--- src/rtl/multicycle_control.sv ---
// Main control FSM for the multicycle MIPS datapath.
// Steps each instruction through fetch/decode/execute/memory/writeback and drives
// the datapath mux selects, write enables and the 2-bit ALU op for alucontrol.
// Memory states stretch on mem_ready so wait-stated memories are supported.
module multicycle_control (
    input  logic       clk,
    input  logic       rst_n,
    input  logic [5:0] Op,
    input  logic       mem_ready,
    output logic       PCWrite,
    output logic       PCWriteCond,
    output logic       IorD,
    output logic       MemRead,
    output logic       MemWrite,
    output logic       MemtoReg,
    output logic       IRWrite,
    output logic       RegWrite,
    output logic       RegDst,
    output logic       AluSrcA,
    output logic [1:0] AluSrcB,
    output logic [1:0] PCSource,
    output logic [1:0] AluOp,
    output logic [3:0] state,
    output logic       illegal_op
);

    typedef enum logic [3:0] {
        StFetch  = 4'd0,
        StDecode = 4'd1,
        StMemAdr = 4'd2,
        StMemRd  = 4'd3,
        StMemWb  = 4'd4,
        StMemWr  = 4'd5,
        StExec   = 4'd6,
        StAluWb  = 4'd7,
        StBranch = 4'd8,
        StAddiEx = 4'd9,
        StAddiWb = 4'd10,
        StJump   = 4'd11
    } state_e;

    localparam logic [5:0] OpRtype = 6'b000000;
    localparam logic [5:0] OpLw    = 6'b100011;
    localparam logic [5:0] OpSw    = 6'b101011;
    localparam logic [5:0] OpBeq   = 6'b000100;
    localparam logic [5:0] OpJ     = 6'b000010;
    localparam logic [5:0] OpAddi  = 6'b001000;

    // ALU source B selects
    localparam logic [1:0] SrcBReg    = 2'b00;
    localparam logic [1:0] SrcBFour   = 2'b01;
    localparam logic [1:0] SrcBImm    = 2'b10;
    localparam logic [1:0] SrcBImmSh2 = 2'b11;

    // PC source selects
    localparam logic [1:0] PcSrcAlu    = 2'b00;
    localparam logic [1:0] PcSrcAluOut = 2'b01;
    localparam logic [1:0] PcSrcJump   = 2'b10;

    // ALU op codes for alucontrol
    localparam logic [1:0] AluOpAdd   = 2'b00;
    localparam logic [1:0] AluOpSub   = 2'b01;
    localparam logic [1:0] AluOpFunct = 2'b10;

    state_e r_state;
    state_e w_state_next;
    logic   w_illegal_op;

    // Raw (pre-reset-gating) write enables
    logic w_pc_write;
    logic w_pc_write_cond;
    logic w_ir_write;
    logic w_reg_write;
    logic w_mem_write;

    // State register; reset forces FETCH without waiting for a clock edge.
    always_ff @(posedge clk or negedge rst_n) begin
        if (!rst_n) begin
            r_state <= StFetch;
        end else begin
            r_state <= w_state_next;
        end
    end

    // Next-state decode, including opcode dispatch and illegal-opcode detection.
    always_comb begin
        w_state_next = r_state;
        w_illegal_op = 1'b0;
        unique case (r_state)
            StFetch: begin
                if (mem_ready) begin
                    w_state_next = StDecode;
                end
            end
            StDecode: begin
                case (Op)
                    OpLw, OpSw: w_state_next = StMemAdr;
                    OpRtype:    w_state_next = StExec;
                    OpBeq:      w_state_next = StBranch;
                    OpJ:        w_state_next = StJump;
                    OpAddi:     w_state_next = StAddiEx;
                    default: begin
                        w_state_next = StFetch;
                        w_illegal_op = 1'b1;
                    end
                endcase
            end
            StMemAdr: begin
                // Op is re-sampled here to pick load or store.
                if (Op == OpLw) begin
                    w_state_next = StMemRd;
                end else if (Op == OpSw) begin
                    w_state_next = StMemWr;
                end else begin
                    w_state_next = StFetch;
                end
            end
            StMemRd: begin
                if (mem_ready) begin
                    w_state_next = StMemWb;
                end
            end
            StMemWr: begin
                if (mem_ready) begin
                    w_state_next = StFetch;
                end
            end
            StExec:   w_state_next = StAluWb;
            StAddiEx: w_state_next = StAddiWb;
            StMemWb, StAluWb, StAddiWb, StBranch, StJump: begin
                w_state_next = StFetch;
            end
            // Unreachable encodings recover to FETCH.
            default:  w_state_next = StFetch;
        endcase
    end

    // Moore output decode; only IRWrite/PCWrite in FETCH follow mem_ready.
    always_comb begin
        w_pc_write      = 1'b0;
        w_pc_write_cond = 1'b0;
        w_ir_write      = 1'b0;
        w_reg_write     = 1'b0;
        w_mem_write     = 1'b0;
        IorD            = 1'b0;
        MemRead         = 1'b0;
        MemtoReg        = 1'b0;
        RegDst          = 1'b0;
        AluSrcA         = 1'b0;
        AluSrcB         = SrcBReg;
        PCSource        = PcSrcAlu;
        AluOp           = AluOpAdd;
        unique case (r_state)
            StFetch: begin
                MemRead    = 1'b1;
                AluSrcB    = SrcBFour;
                w_ir_write = mem_ready;
                w_pc_write = mem_ready;
            end
            StDecode: begin
                // Branch target computed speculatively into ALUOut.
                AluSrcB = SrcBImmSh2;
            end
            StMemAdr, StAddiEx: begin
                AluSrcA = 1'b1;
                AluSrcB = SrcBImm;
            end
            StMemRd: begin
                MemRead = 1'b1;
                IorD    = 1'b1;
            end
            StMemWr: begin
                w_mem_write = 1'b1;
                IorD        = 1'b1;
            end
            StMemWb: begin
                w_reg_write = 1'b1;
                MemtoReg    = 1'b1;
            end
            StExec: begin
                AluSrcA = 1'b1;
                AluOp   = AluOpFunct;
            end
            StAluWb: begin
                w_reg_write = 1'b1;
                RegDst      = 1'b1;
            end
            StAddiWb: begin
                w_reg_write = 1'b1;
            end
            StBranch: begin
                AluSrcA         = 1'b1;
                AluOp           = AluOpSub;
                w_pc_write_cond = 1'b1;
                PCSource        = PcSrcAluOut;
            end
            StJump: begin
                w_pc_write = 1'b1;
                PCSource   = PcSrcJump;
            end
            default: begin
                AluSrcB = SrcBReg;
            end
        endcase
    end

    // Gate every write enable with reset so nothing commits while rst_n is low.
    assign PCWrite     = w_pc_write & rst_n;
    assign PCWriteCond = w_pc_write_cond & rst_n;
    assign IRWrite     = w_ir_write & rst_n;
    assign RegWrite    = w_reg_write & rst_n;
    assign MemWrite    = w_mem_write & rst_n;
    assign illegal_op  = w_illegal_op & rst_n;
    assign state       = r_state;

endmodule

--- config.mk ---
export PLATFORM = sky130hd
export DESIGN_NAME = multicycle_control
export DESIGN_NICKNAME = d
export VERILOG_FILES = /design/src/rtl/multicycle_control.sv
export SDC_FILE = /design/constraint.sdc
export NUM_CORES = 1
export LEC_CHECK = 0
export ABC_CLOCK_PERIOD_IN_PS = 2600
export CAP_MARGIN = 20
export CORE_UTILIZATION = 39
export CTS_CLUSTER_SIZE = 24
export DETAILED_ROUTE_END_ITERATION = 10
export GPL_ROUTABILITY_DRIVEN = 1
export PLACE_DENSITY = 0.89
export SLEW_MARGIN = 40
export SYNTH_ARGS = -nofsm -noshare
export SYNTH_HDL_FRONTEND = slang
export SYNTH_SLANG_ARGS = --single-unit
--- constraint.sdc ---
create_clock -name clk -period 2.6 [get_ports clk]
set_input_delay 0.26 -clock clk [delete_from_list [all_inputs] [get_ports clk]]
set_output_delay 0.26 -clock clk [all_outputs]
set_load 0.01 [all_outputs]
==> impl_metrics.csv <==
group,metric,value,unit
cts,post_cts_buffers,0,
timing,timing.clock.skew,12.9,ps
route,drt.antenna.violating_nets,0,
logic_synthesis,syn-mean-instance-area,6.65,µm²
worst_setup_path,regToRegSetupSlack,1170,ps
logic_synthesis,synth_seq_cells,4,
hold_path,hold_path.class,"primary input to asynchronous set/reset pin",
logic_synthesis,synthMuxAreaShare,0.0196,
cells_and_area,drive_above_1_share,0.0748,
logic_synthesis,synth-compound-area-share,0.235,
global_route,grt_util_all_layers,0.250,
power_and_ir_drop,p_per_area,361,nW/µm²
worst_setup_path,r2r_start,"state[2]",
floorplan,die_height,38.2,µm
worst_setup_path,worstSetupEndpointType,"output pin",
timing,total_negative_slack,0,ps
logic_synthesis,synth_top_area_cell,"dfrtp_1",
cells_and_area,area_delta_synth_final,64.8,%
cells_and_area,mostFrequentLayoutCell,"clkdlybuf4s50_1",
timing,holdWs,370,ps
cts,clkLatencyLatePin,250,ps
logic_synthesis,yosys-top-cells-area,"dfrtp_1, nor3_1, a21oi_1, nor2_1, nand2b_1",
logic_synthesis,post_synth_xor_area_fraction,0.0342,
route,drc_errors,0,
floorplan,die-width,38.2,µm
worst_setup_path,reg2reg_to,"state[0]",
cts,clockBufferDepth,2,
cts,cts_buffers,3,
timing,setup_viol_count_final,0,
logic_synthesis,netlist_area_before_placement,512,µm²
cts,ctsHtreeMaxLevel,1,
flow_run,max_cap_violations,0,
cells_and_area,largest_register_ff_count,4,
timing,finalHoldViolations,0,
logic_synthesis,synth_top_family_by_area,"simple AND/OR/NAND/NOR gates",
logic_synthesis,yosys.area.top_type_share,0.196,
route,vias_per_cell,5.82,
worst_setup_path,setup.worst_path.start_class,"primary input",
global_route,grt-ovfl-total,0,
route,routed-via-count,704,
timing,worst_slew_margin_rel,0.715,
route,totalWireLength,1620,µm
worst_setup_path,worst-endpoint-arrival,2180,ps
floorplan,coreArea,1160,µm²
cts,postCtsHoldBufs,0,
cts,ctsRootBufferMaster,"clkbuf_4",
timing,finalWorstPathRequiredPeriod,2440,ps
logic_synthesis,post_synth_inst_count,77,
power_and_ir_drop,power.leakage,0.325,nW
place,gp_routability_congestion,0.844,
floorplan,floorplan.initialDensity,0.443,
timing,achievable-frequency,0.409,GHz
floorplan,floorplan.io_pins,30,
route,drt_first_iter_violations,13,
logic_synthesis,post_synth_num_cell_types,30,
cts,clkSlewWorstSetupHoldPaths,50,ps
logic_synthesis,synth_simple_gate_area_share,0.445,
timing,finalCritPeriodShare,0.940,
cells_and_area,antenna_diode_count,0,
logic_synthesis,post_synth_fa_ha_maj_area_fraction,0,
floorplan,num_rows,12,
cells_and_area,layout_common_cells,"clkdlybuf4s50_1, nor3_1, nor2_1, a21oi_1",
floorplan,design.die.area,1460,µm²
outcome,result_of_the_run,"finished, final reports clean",
place,placement.io_buffers,29,
logic_synthesis,synth.net_count,86,
global_route,via_count_of_the_first_global_routing_pass,554,
worst_setup_path,critPathKind,"primary input to output pin",
timing,post-route-worst-setup-slack,155,ps
place,place_hpwl,1210,µm
worst_setup_path,crit_fanout,7,
timing,drv_slew,0,
worst_setup_path,data_required_time_at_the_worst_endpoint,2340,ps
cells_and_area,final_nets,118,
route,routedWlPerCell,13.4,µm
route,first_pass_iters,4,
place,place_worst_setup_slack,223,ps
global_route,grt_max_degree,16,
timing,grt_setup_unrepaired,"false",
cts,cts_sinks,4,
timing,max_slew.worst_pin.slew,427,ps
cts,cts_tree,"yes",
cts,cts.repair.resized,0,
logic_synthesis,seq_area_frac_synth,0.196,
global_route,antenna_found_initial,0,
global_route,grt_pass1_wl,2490,µm
power_and_ir_drop,ir_drop,0.000323,V
worst_setup_path,ff2ff_path_depth,5,
logic_synthesis,yosysWarningCount,0,
power by group:
group	internal [mW]	switching [mW]
clock network	0.0520	0.0314
registers	0.0670	0.0139
logic	0.0734	0.0663
cells in the mapped netlist:
master and n:
nor3_1 13, a21oi_1 7, nor2_1 7, nand2_1 5, nand3_1 5, dfrtp_1 4, inv_1 4, nand2b_1 4
o21ai_0 4, buf_2 2, clkbuf_1 2, nor4_1 2, a21o_1 1, and2_1 1, and2b_1 1, and4_1 1
buf_1 1, mux2i_1 1, nand3b_1 1, nor2b_1 1, nor3b_1 1, o211a_1 1, o211ai_1 1, o22ai_1 1
o31ai_1 1, o32a_1 1, o41ai_2 1, or4_4 1, xnor2_1 1, xor2_1 1
metrics by stage:
step	cells	total power, mW	area (µm²)	utilization
2_1_floorplan	77	0.147	512	-
3_3_place_gp	118	0.217	821	0.710
3_5_place_dp	118	0.220	821	0.710
4_1_cts	121	0.304	843	0.729
5_1_grt	121	0.322	843	0.729
6_report	121	0.304	843	0.729
kinds of logic after synthesis:
logic type             count (synthesis)
flip-flops                             4
buffers and inverters                  9
AO/OA/AOI/OAI                         18
multiplexers                           1
XOR/XNOR                               2
AND/OR/NAND/NOR                       43
worst max path at each step:
stage / endpoint / slack, ps / depth (start not counted) / from
floorplan: PCWrite / 950 / 5 / state[2]
CTS: illegal_op / 200 / 5 / Op[3]
detailed placement: illegal_op / 220 / 5 / Op[3]
global route: illegal_op / 120 / 4 / state[0]
finish: illegal_op / 160 / 5 / Op[3]
global placement: illegal_op / 280 / 5 / Op[3]
worst max-delay path, stage by stage:
cell and delay [ps]:
clkdlybuf4s50_1 540, xor2_1 240, o211a_1 240, nor4_1 310, clkdlybuf4s50_1 590
routing by layer:
metal / wire length (µm) / up-vias / GRT usage
met5: 0 / - / 0
met4: 2 / 0 / 0.0536
li1: - / 342 / -
met3: 151 / 2 / 0.0872
met2: 791 / 50 / 0.411
met1: 677 / 310 / 0.310
final cells by class:
class                      count  area, µm²
sequential                     4        100
fill                         118        313
timing repair buffer          32        313
inverter                       4       15.0
multi-input combinational     64        375
tap                           14       17.5
clock buffer                   3       22.5
(Power assumes the default switching activity.)
